File: src/rtl/i2s_sample_serializer_if.sv
// Sample push bus between the mixer and the I2S output stage.
// The mixer drives SampleIn/SampleValid; the serializer answers with SampleReady.
`timescale 1ns/1ps
interface i2s_sample_serializer_if;
    logic [31:0] SampleIn;
    logic        SampleValid;
    logic        SampleReady;

    modport master (output SampleIn, output SampleValid, input SampleReady);
    modport slave  (input SampleIn, input SampleValid, output SampleReady);
endinterface

File: src/rtl/i2s_sample_serializer.sv
// Stereo sample FIFO feeding a Philips I2S transmitter (16-bit slots, 32 BCLK/frame).
// Define I2S_UNDERRUN_HOLD_EN to repeat the previous frame on underrun instead of sending silence.
`timescale 1ns/1ps
module i2s_sample_serializer #(
    parameter int CLK_DIV    = 35,
    parameter int FIFO_DEPTH = 4
) (
    input  logic                          MasterCLK,
    input  logic                          Reset,
    input  logic                          Enable,
    i2s_sample_serializer_if.slave        smp,
    output logic                          SampleRequest,
    output logic [$clog2(FIFO_DEPTH):0]   FifoLevel,
    output logic [7:0]                    UnderrunCount,
    output logic                          I2S_CLK,
    output logic                          I2S_WS,
    output logic                          I2S_DATA
);

    localparam int AW    = $clog2(FIFO_DEPTH);
    localparam int DIV_W = (CLK_DIV > 1) ? $clog2(CLK_DIV) : 1;
    localparam logic [DIV_W-1:0] DIV_LAST = DIV_W'(CLK_DIV - 1);
    localparam logic [AW:0]      LVL_FULL = (AW + 1)'(FIFO_DEPTH);

    function automatic logic [7:0] sat_inc(input logic [7:0] v);
        return (v == 8'hFF) ? v : v + 8'd1;
    endfunction

    logic [31:0]      fifo_mem [FIFO_DEPTH];
    logic [AW-1:0]    wr_ptr;
    logic [AW-1:0]    rd_ptr;
    logic [DIV_W-1:0] div_cnt;
    logic [4:0]       slot;
    logic [31:0]      frame;

    logic             div_tc;
    logic             fall_evt;
    logic [4:0]       slot_nxt;
    logic [4:0]       bit_idx;
    logic             frame_start;
    logic             fifo_empty;
    logic             push;
    logic             pop;

    assign smp.SampleReady = (FifoLevel != LVL_FULL);
    assign div_tc          = (div_cnt == DIV_LAST);
    assign fall_evt        = Enable & div_tc & I2S_CLK;
    assign slot_nxt        = slot + 5'd1;
    // Slot s carries frame bit 32-s; slot 0 wraps to bit 0 of the outgoing frame.
    assign bit_idx         = 5'd0 - slot_nxt;
    assign frame_start     = fall_evt & (slot_nxt == 5'd0);
    assign fifo_empty      = (FifoLevel == '0);
    assign push            = smp.SampleValid & smp.SampleReady;
    assign pop             = frame_start & ~fifo_empty;

    // FIFO storage: contents need no reset, pointers/level define validity.
    always_ff @(posedge MasterCLK) begin
        if (push) begin
            fifo_mem[wr_ptr] <= smp.SampleIn;
        end
    end

    always_ff @(posedge MasterCLK or negedge Reset) begin
        if (!Reset) begin
            wr_ptr    <= '0;
            rd_ptr    <= '0;
            FifoLevel <= '0;
        end else begin
            if (push) begin
                wr_ptr <= wr_ptr + AW'(1);
            end
            if (pop) begin
                rd_ptr <= rd_ptr + AW'(1);
            end
            case ({push, pop})
                2'b10:   FifoLevel <= FifoLevel + 1'b1;
                2'b01:   FifoLevel <= FifoLevel - 1'b1;
                default: FifoLevel <= FifoLevel;
            endcase
        end
    end

    // Bit clock divider, slot sequencing and frame loading.
    always_ff @(posedge MasterCLK or negedge Reset) begin
        if (!Reset) begin
            div_cnt       <= '0;
            I2S_CLK       <= 1'b0;
            slot          <= 5'd31;
            I2S_WS        <= 1'b0;
            I2S_DATA      <= 1'b0;
            frame         <= '0;
            SampleRequest <= 1'b0;
            UnderrunCount <= '0;
        end else if (!Enable) begin
            div_cnt       <= '0;
            I2S_CLK       <= 1'b0;
            slot          <= 5'd31;
            I2S_WS        <= 1'b0;
            I2S_DATA      <= 1'b0;
            frame         <= '0;
            SampleRequest <= 1'b0;
        end else begin
            SampleRequest <= pop;
            if (div_tc) begin
                div_cnt <= '0;
                I2S_CLK <= ~I2S_CLK;
            end else begin
                div_cnt <= div_cnt + DIV_W'(1);
            end
            if (fall_evt) begin
                slot     <= slot_nxt;
                I2S_WS   <= slot_nxt[4];
                I2S_DATA <= frame[bit_idx];
                if (frame_start) begin
                    if (!fifo_empty) begin
                        frame <= fifo_mem[rd_ptr];
                    end else begin
`ifdef I2S_UNDERRUN_HOLD_EN
                        frame <= frame;
`else
                        frame <= '0;
`endif
                        UnderrunCount <= sat_inc(UnderrunCount);
                    end
                end
            end
        end
    end

endmodule

File: src/flat_wrapper.sv
// flat-port wrapper written by rule: the top's interface ports become plain ports
module i2s_sample_serializer_flat 
#(
    parameter int CLK_DIV    = 35,
    parameter int FIFO_DEPTH = 4
)
  (MasterCLK, Reset, Enable, SampleRequest, FifoLevel, UnderrunCount, I2S_CLK, I2S_WS, I2S_DATA, smp_SampleIn, smp_SampleValid, smp_SampleReady);
  i2s_sample_serializer_if smp_i ();
  input  logic MasterCLK;
  input  logic Reset;
  input  logic Enable;
  output logic SampleRequest;
  output logic [$clog2(FIFO_DEPTH):0] FifoLevel;
  output logic [7:0] UnderrunCount;
  output logic I2S_CLK;
  output logic I2S_WS;
  output logic I2S_DATA;
  input wire logic [$bits(smp_i.SampleIn)-1:0] smp_SampleIn;
  input wire logic [$bits(smp_i.SampleValid)-1:0] smp_SampleValid;
  output wire logic [$bits(smp_i.SampleReady)-1:0] smp_SampleReady;
  assign smp_i.SampleIn = smp_SampleIn;
  assign smp_i.SampleValid = smp_SampleValid;
  assign smp_SampleReady = smp_i.SampleReady;
  i2s_sample_serializer #(.CLK_DIV(CLK_DIV), .FIFO_DEPTH(FIFO_DEPTH)) u_core (.MasterCLK(MasterCLK), .Reset(Reset), .Enable(Enable), .smp(smp_i), .SampleRequest(SampleRequest), .FifoLevel(FifoLevel), .UnderrunCount(UnderrunCount), .I2S_CLK(I2S_CLK), .I2S_WS(I2S_WS), .I2S_DATA(I2S_DATA));
endmodule
File: config.mk
export PLATFORM = sky130hd
export DESIGN_NAME = i2s_sample_serializer_flat
export DESIGN_NICKNAME = d
export VERILOG_FILES = /design/src/rtl/i2s_sample_serializer_if.sv /design/src/rtl/i2s_sample_serializer.sv /design/src/flat_wrapper.sv
export SDC_FILE = /design/constraint.sdc
export NUM_CORES = 1
export LEC_CHECK = 0
export CORE_MARGIN = 2
export CORE_UTILIZATION = 57
export CTS_CLUSTER_SIZE = 20
export DETAILED_ROUTE_END_ITERATION = 16
export DONT_BUFFER_PORTS = 1
export GPL_TIMING_DRIVEN = 0
export HOLD_SLACK_MARGIN = 0.08
export PLACE_DENSITY = 0.83
export SYNTH_ARGS = -nofsm -noshare
export SYNTH_HDL_FRONTEND = slang
export SYNTH_SLANG_ARGS = --single-unit
File: constraint.sdc
create_clock -name MasterCLK -period 3 [get_ports MasterCLK]
set_clock_uncertainty 0.05 [all_clocks]
set_input_delay 0.6 -clock MasterCLK [delete_from_list [all_inputs] [get_ports MasterCLK]]
set_output_delay 0.6 -clock MasterCLK [all_outputs]
set_load 0.05 [all_outputs]
## Yosys cells after proc, flatten, opt, wreduce, memory -nomap -nowiden

Memory sizes are Yosys's and may differ from the RTL's.
Cells that the tools add are included.

| storage, ports and cells | value |
|---|---|
| flip-flop bits (word level) | 62 |
| bits in writable memories | 128 |
| memories kept | 1 |

| operators by class | value |
|---|---|
| $add $sub $neg | 8 |
| $lt $le $gt $ge | 1 |
| equality and inequality tests | 8 |
| mux-type cells | 20 |
| bitwise logic cells | 8 |
| reduce and logical (&&, ||, !) cells | 5 |

Memories:

| name | depth | bits a word | read ports | clocked after Yosys merged registers in | write ports | line | text |
|---|---|---|---|---|---|---|---|
| u_core.fifo_mem | 4 | 32 | 1 | 0 | 1 | i2s_sample_serializer.sv:29 | `logic [31:0] fifo_mem [FIFO_DEPTH];` |

Operators with widths:

| kind | number |
|---|---|
| $mux 32 | 4 |
| $mux 6 | 2 |
| $mux 1 | 10 |
| $mux 5 | 2 |
| $add 8x1->8 const B | 1 |
| $eq 8x8->1 const B | 1 |
| $add 6x1->6 const B | 1 |
| $eq 6x6->1 const B | 1 |
| $lt 5x6->1 const B | 1 |
| $ne 2x1->1 const B | 3 |
| $pmux 3 s2 | 1 |
| $add 5x1->5 const B | 1 |
| $and 1x1->1 | 5 |
| $bmux 1 s5 | 1 |
| $logic_not 5->1 | 1 |
| $reduce_and 5->1 | 1 |
| $sub 1x5->5 const A | 1 |
| $add 2x1->2 const B | 2 |
| $add 3x1->3 const B | 1 |
| $logic_not 3->1 | 1 |
| $ne 3x3->1 const B | 1 |
| $not 1->1 | 3 |
| $sub 3x1->3 const B | 1 |
| $eq 2x1->1 const B | 1 |
| other kinds (3) | 3 |

## Depth between registers and ports, before layout

| logic depth | value |
|---|---|
| depth after elaboration | 7 |
| gate-level depth with buffers | 15 |
| mapped depth without buffers | 12 |

## Worst setup path after synthesis

Ideal clock, no wire load.

| timing | value |
|---|---|
| kind | flip-flop to flip-flop |
| from | register u_core.slot[0] |
| to | register u_core.FifoLevel[2] |
| setup time | 0.145 ns |
| arrival | 2.890 ns |
| setup slack | -0.085 ns |
| cell stages (with the launch flop) | 16 |
| path buffers | 3 |
| clock period less this slack | 3.085 ns |
| cell sequence | dfstp_2 buf_4 nand2_1 nand3_1 o21a_1 o22ai_1 and2_1 ha_1 and4_1 buf_2 buf_2 ha_1 fa_1 xnor2_1 nor2_1 xor2_1 |

| on the way | value |
|---|---|
| longest elaborated chain between the ends | 6 |
| elaborated cells on any way between the ends | 8 |
| those cells by class | 1 x add/sub; 2 x eq/ne; 1 x mux; 2 x bitwise; 2 x reduce/logical |

Ends and longest elaborated chain:

| item | line | text |
|---|---|---|
| from (decl) | i2s_sample_serializer.sv:33 | `logic [4:0] slot;` |
| from (signal assigned) | i2s_sample_serializer.sv:111 | `slot <= slot_nxt;` |
| $add 5x1->5 * | i2s_sample_serializer.sv:48 | `assign slot_nxt = slot + 5'd1;` |
| $logic_not 5->1 * | i2s_sample_serializer.sv:51 | `assign frame_start = fall_evt & (slot_nxt == 5'd0);` |
| $and 1x1->1 * | i2s_sample_serializer.sv:51 |  |
| $and 1x1->1 * | i2s_sample_serializer.sv:54 | `assign pop = frame_start & ~fifo_empty;` |
| via u_core.pop | i2s_sample_serializer.sv:43 | `logic pop;` |
| $eq 2x1->1 / $eq 2x2->1 (equally long branches) | i2s_sample_serializer.sv:75 | `case ({push, pop})` |
| $pmux 3 s2 / $reduce_bool 2->1 (equally long branches) | -- |  |
| to (signal assigned) | i2s_sample_serializer.sv:76 | `2'b10: FifoLevel <= FifoLevel + 1'b1;` |
| to (signal assigned) | i2s_sample_serializer.sv:77 | `2'b01: FifoLevel <= FifoLevel - 1'b1;` |
| to (signal assigned) | i2s_sample_serializer.sv:78 | `default: FifoLevel <= FifoLevel;` |
| to (decl) | i2s_sample_serializer.sv:13 | `output logic [$clog2(FIFO_DEPTH):0] FifoLevel,` |

The timed path passes the listed nets; every way through them passes the cells marked *.
A chain may end at the register's enable or synchronous reset.

## Worst setup path in the final report

| timing | value |
|---|---|
| from | register u_core.slot[0] |
| to | register u_core.FifoLevel[1] |

| on the way | value |
|---|---|
| longest elaborated chain between the ends | 6 |
| elaborated cells on any way between the ends | 8 |
| those cells by class | 1 x add/sub; 2 x eq/ne; 1 x mux; 2 x bitwise; 2 x reduce/logical |

Ends and longest elaborated chain:

| item | line |
|---|---|
| $add 5x1->5 * | i2s_sample_serializer.sv:48 |
| $logic_not 5->1 * | i2s_sample_serializer.sv:51 |
| $and 1x1->1 * | i2s_sample_serializer.sv:51 |
| $and 1x1->1 * | i2s_sample_serializer.sv:54 |
| $eq 2x1->1 / $eq 2x2->1 (equally long branches) | i2s_sample_serializer.sv:75 |
| $pmux 3 s2 / $reduce_bool 2->1 (equally long branches) | -- |

Every way passes the cells marked *; elsewhere a longest branch is shown, timed or not.

==> run summary <==
most common cell after layout, fill and taps aside: edfxtp_1
fin cells: 626
fin crit period: 2.91 ns
CTS tree: built
Max Cap Violations: 0
Syn-to-layout area delta: 13.4%
final-report hold violation count: 0
post-synthesis sequential area ratio: 70.8%
final period utilization: 96.8%
slowest CP cell: dfstp_2
endpoint class of the critical path: flip-flop
outcome: complete, no violations
post-placement cell count: 586
largest net degree at the start of global routing: 63
Rel. slew slack: 38.2%
grt total ovfl: 0
Iteration-0 DRC Markers: 335
routed via count: 3882
flops & latches, synth: 190
global-route wire length before repair: 23000 µm
post-DP HPWL: 8420 µm
layout filler cell count: 833
Initial Util: 58.0%
Total Routing Usage GR: 21.8%
worst min-delay path class: in2reg
Static Leak: 3.17 nW
Hold Path Depth: 0
DR DRC count: 0
Root Buffer: clkbuf_16
Std-Cell Rows: 42
CTS Buf Count: 17
final setup vio count: 0
number of global-route vias before repair: 4195
crit-path cells: ha_4, buf_6, nand3_1, o21a_1, o22ai_1, and2_1, ha_2, and4_1, buf_6, ha_4, fa_2, mux2_2
final WL: 14400 µm
CP Launch Type: flip-flop
gp weighted congestion: 0.772
Final Max Tran Viols: 0
maximum vdd drop: 0.530 mV
drt pass-1 iters: 7
Post-synth EDFFs: 128
Die H: 120 µm
vias per inst: 6.20
H-tree depth: 4
Crit Path Class: reg2reg
Core ar.: 13100 µm²
clock latency on the worst-skew pair: 0.43 ns
Syn Nets: 458
ANT cells: 0
Sink Count: 190
DRT antenna net count: 0
r2r worst-path depth: 12
IO Port Bufs: 0
asr flop ratio synth: 32.6%
r2r setup slk: 0.09 ns
synth unique cells: 41
Post-Place Setup Slack: -0.363 ns
hold_ws: 0.211 ns
setup tns final: 0 ns
die area: 14300 µm²
Slew @ Worst Pin: 0.927 ns
Die Wd: 120 µm
Post-Syn Area: 7620 µm²
main flop type after synthesis: edfxtp_1
Worst Path Arrival: 3.17 ns
layout cell share with drive strength beyond 1: 25.1%
highest clock rate: 0.344 GHz
average cell area after synthesis: 18.6 µm²
most frequent cells in the layout: 128 x edfxtp_1, 57 x dfrtp_1, 40 x mux4_2, 32 x a22o_1, 17 x clkbuf_16
crit-path max FO: 9
Final WS setup: 0.0950 ns
net count reported at finish: 485
Cell Pwr Density: 744 nW/µm²
critical path required time: 3.27 ns
max incr delay on CP: 0.62 ns
initial antenna violation count: 0
IO Pins: 52
cells after synthesis: 410
mean routed wirelength per cell: 22.9 µm
CTS Buffer Depth: 2
yosys warns: 0
CTS clk-pin slew, worst paths: 0.07 ns
==> sequential cells by signal (all words and copies together) (netlist names), 2 cells and up <==
signal                count
u_core.fifo_mem         128
u_core.frame             32
u_core.UnderrunCount      8
u_core.div_cnt            6
u_core.slot               5
u_core.FifoLevel          3
u_core.rd_ptr             2
u_core.wr_ptr             2
==> per-stage QoR <==
stage	cell area (µm²)	util [%]	power, mW
2_1_floorplan	7640	-	3.81
3_3_place_gp	7860	59.8	3.96
3_5_place_dp	7860	59.8	4.01
4_1_cts	8610	65.6	6.45
5_1_grt	8650	65.8	6.66
6_report	8650	65.8	6.44
==> where the power goes <==
group | internal, mW | leakage, nW | switching [mW] | total [mW]
logic | 0.185 | 0.847 | 0.376 | 0.561
registers | 3.23 | 2.01 | 0.200 | 3.43
clock network | 1.52 | 0.317 | 0.925 | 2.45
==> path summary, 6_finish.rpt <==
path | start | endpoint
max in group asynchronous | Reset | u_core.slot[4]
min in group asynchronous | Reset | u_core.frame[2]
max reg2reg | u_core.slot[0] | u_core.FifoLevel[1]
min | smp_SampleIn[3] | u_core.fifo_mem[3][3]
max | u_core.slot[0] | u_core.FifoLevel[1]
min reg2reg | u_core.div_cnt[0] | u_core.div_cnt[0]
==> final cells by class <==
type	count	area [µm²]	area share, %
clock inverters	11	186	2.16
inverters	6	22.5	0.260
well taps	176	220	2.55
multi-input cells	191	2140	24.7
clock buffers	21	460	5.32
flip-flops and latches	190	5400	62.4
repair buffers	9	90.1	1.04
plain buffers	22	131	1.52
==> kinds of logic (layout without fill, tap and decap cells) <==
| group | Yosys count | in the layout | share of synthesized area [%] |
|---|---|---|---|
| xor+xnor | 24 | 24 | 2.76 |
| mux | 50 | 50 | 13.2 |
| flops | 190 | 190 | 70.8 |
| fa+ha+maj | 12 | 12 | 2.07 |
| buf+inv | 29 | 69 | 1.76 |
| simple gates | 61 | 61 | 4.74 |
| compound gates | 44 | 44 | 4.68 |
==> synth_stat cells, types with 2 or more instances <==
master / count / area share, %
and4bb_2: 2 / 0.33
and2_1: 4 / 0.33
ha_1: 11 / 1.8
a22o_1: 32 / 3.7
inv_1: 6 / 0.30
nand2b_1: 2 / 0.16
edfxtp_1: 128 / 50
mux2i_1: 8 / 1.1
clkbuf_1: 9 / 0.44
nand3_1: 6 / 0.39
o21ai_0: 4 / 0.26
nand4_1: 2 / 0.16
buf_2: 11 / 0.72
nor3_1: 2 / 0.13
buf_4: 3 / 0.30
xor2_1: 9 / 1.0
dfrtp_1: 57 / 19
and3_1: 8 / 0.66
and4_1: 3 / 0.34
mux4_2: 40 / 12
mux2_2: 2 / 0.30
dfstp_2: 5 / 1.7
xnor2_1: 15 / 1.7
nor2_1: 10 / 0.49
a21oi_1: 2 / 0.13
nand2_1: 14 / 0.69
==> routing by layer <==
metal	vias up	share of wire (%)	track usage (%)	wire length [µm]
li1	1667	-	-	-
met1	2041	41	29.0	5890
met2	147	50	34.2	7170
met5	-	0	0	0
met4	0	2.4	9.63	340
met3	27	6.6	5.94	945
==> repair_timing <==
action	CTS	global route
resized for setup	7	5
hold buffers	2	0
endpoints found under the setup margin	2	2
endpoints found under the hold margin	62	0
setup buffers	7	0
pin swaps	1	1
==> worst max-delay path: cells and delay by family, from the launching register on <==
| family | cells | cell delay [ns] |
|---|---|---|
| buffers and inverters | 2 | 0.26 |
| AOI/OAI and AO/OA | 2 | 0.23 |
| muxes | 1 | 0.27 |
| and+or+nand+nor | 3 | 0.43 |
| DFF | 1 | 0.62 |
| adders and majority gates | 4 | 0.93 |
Note: power is estimated with default switching activity, not from simulation.
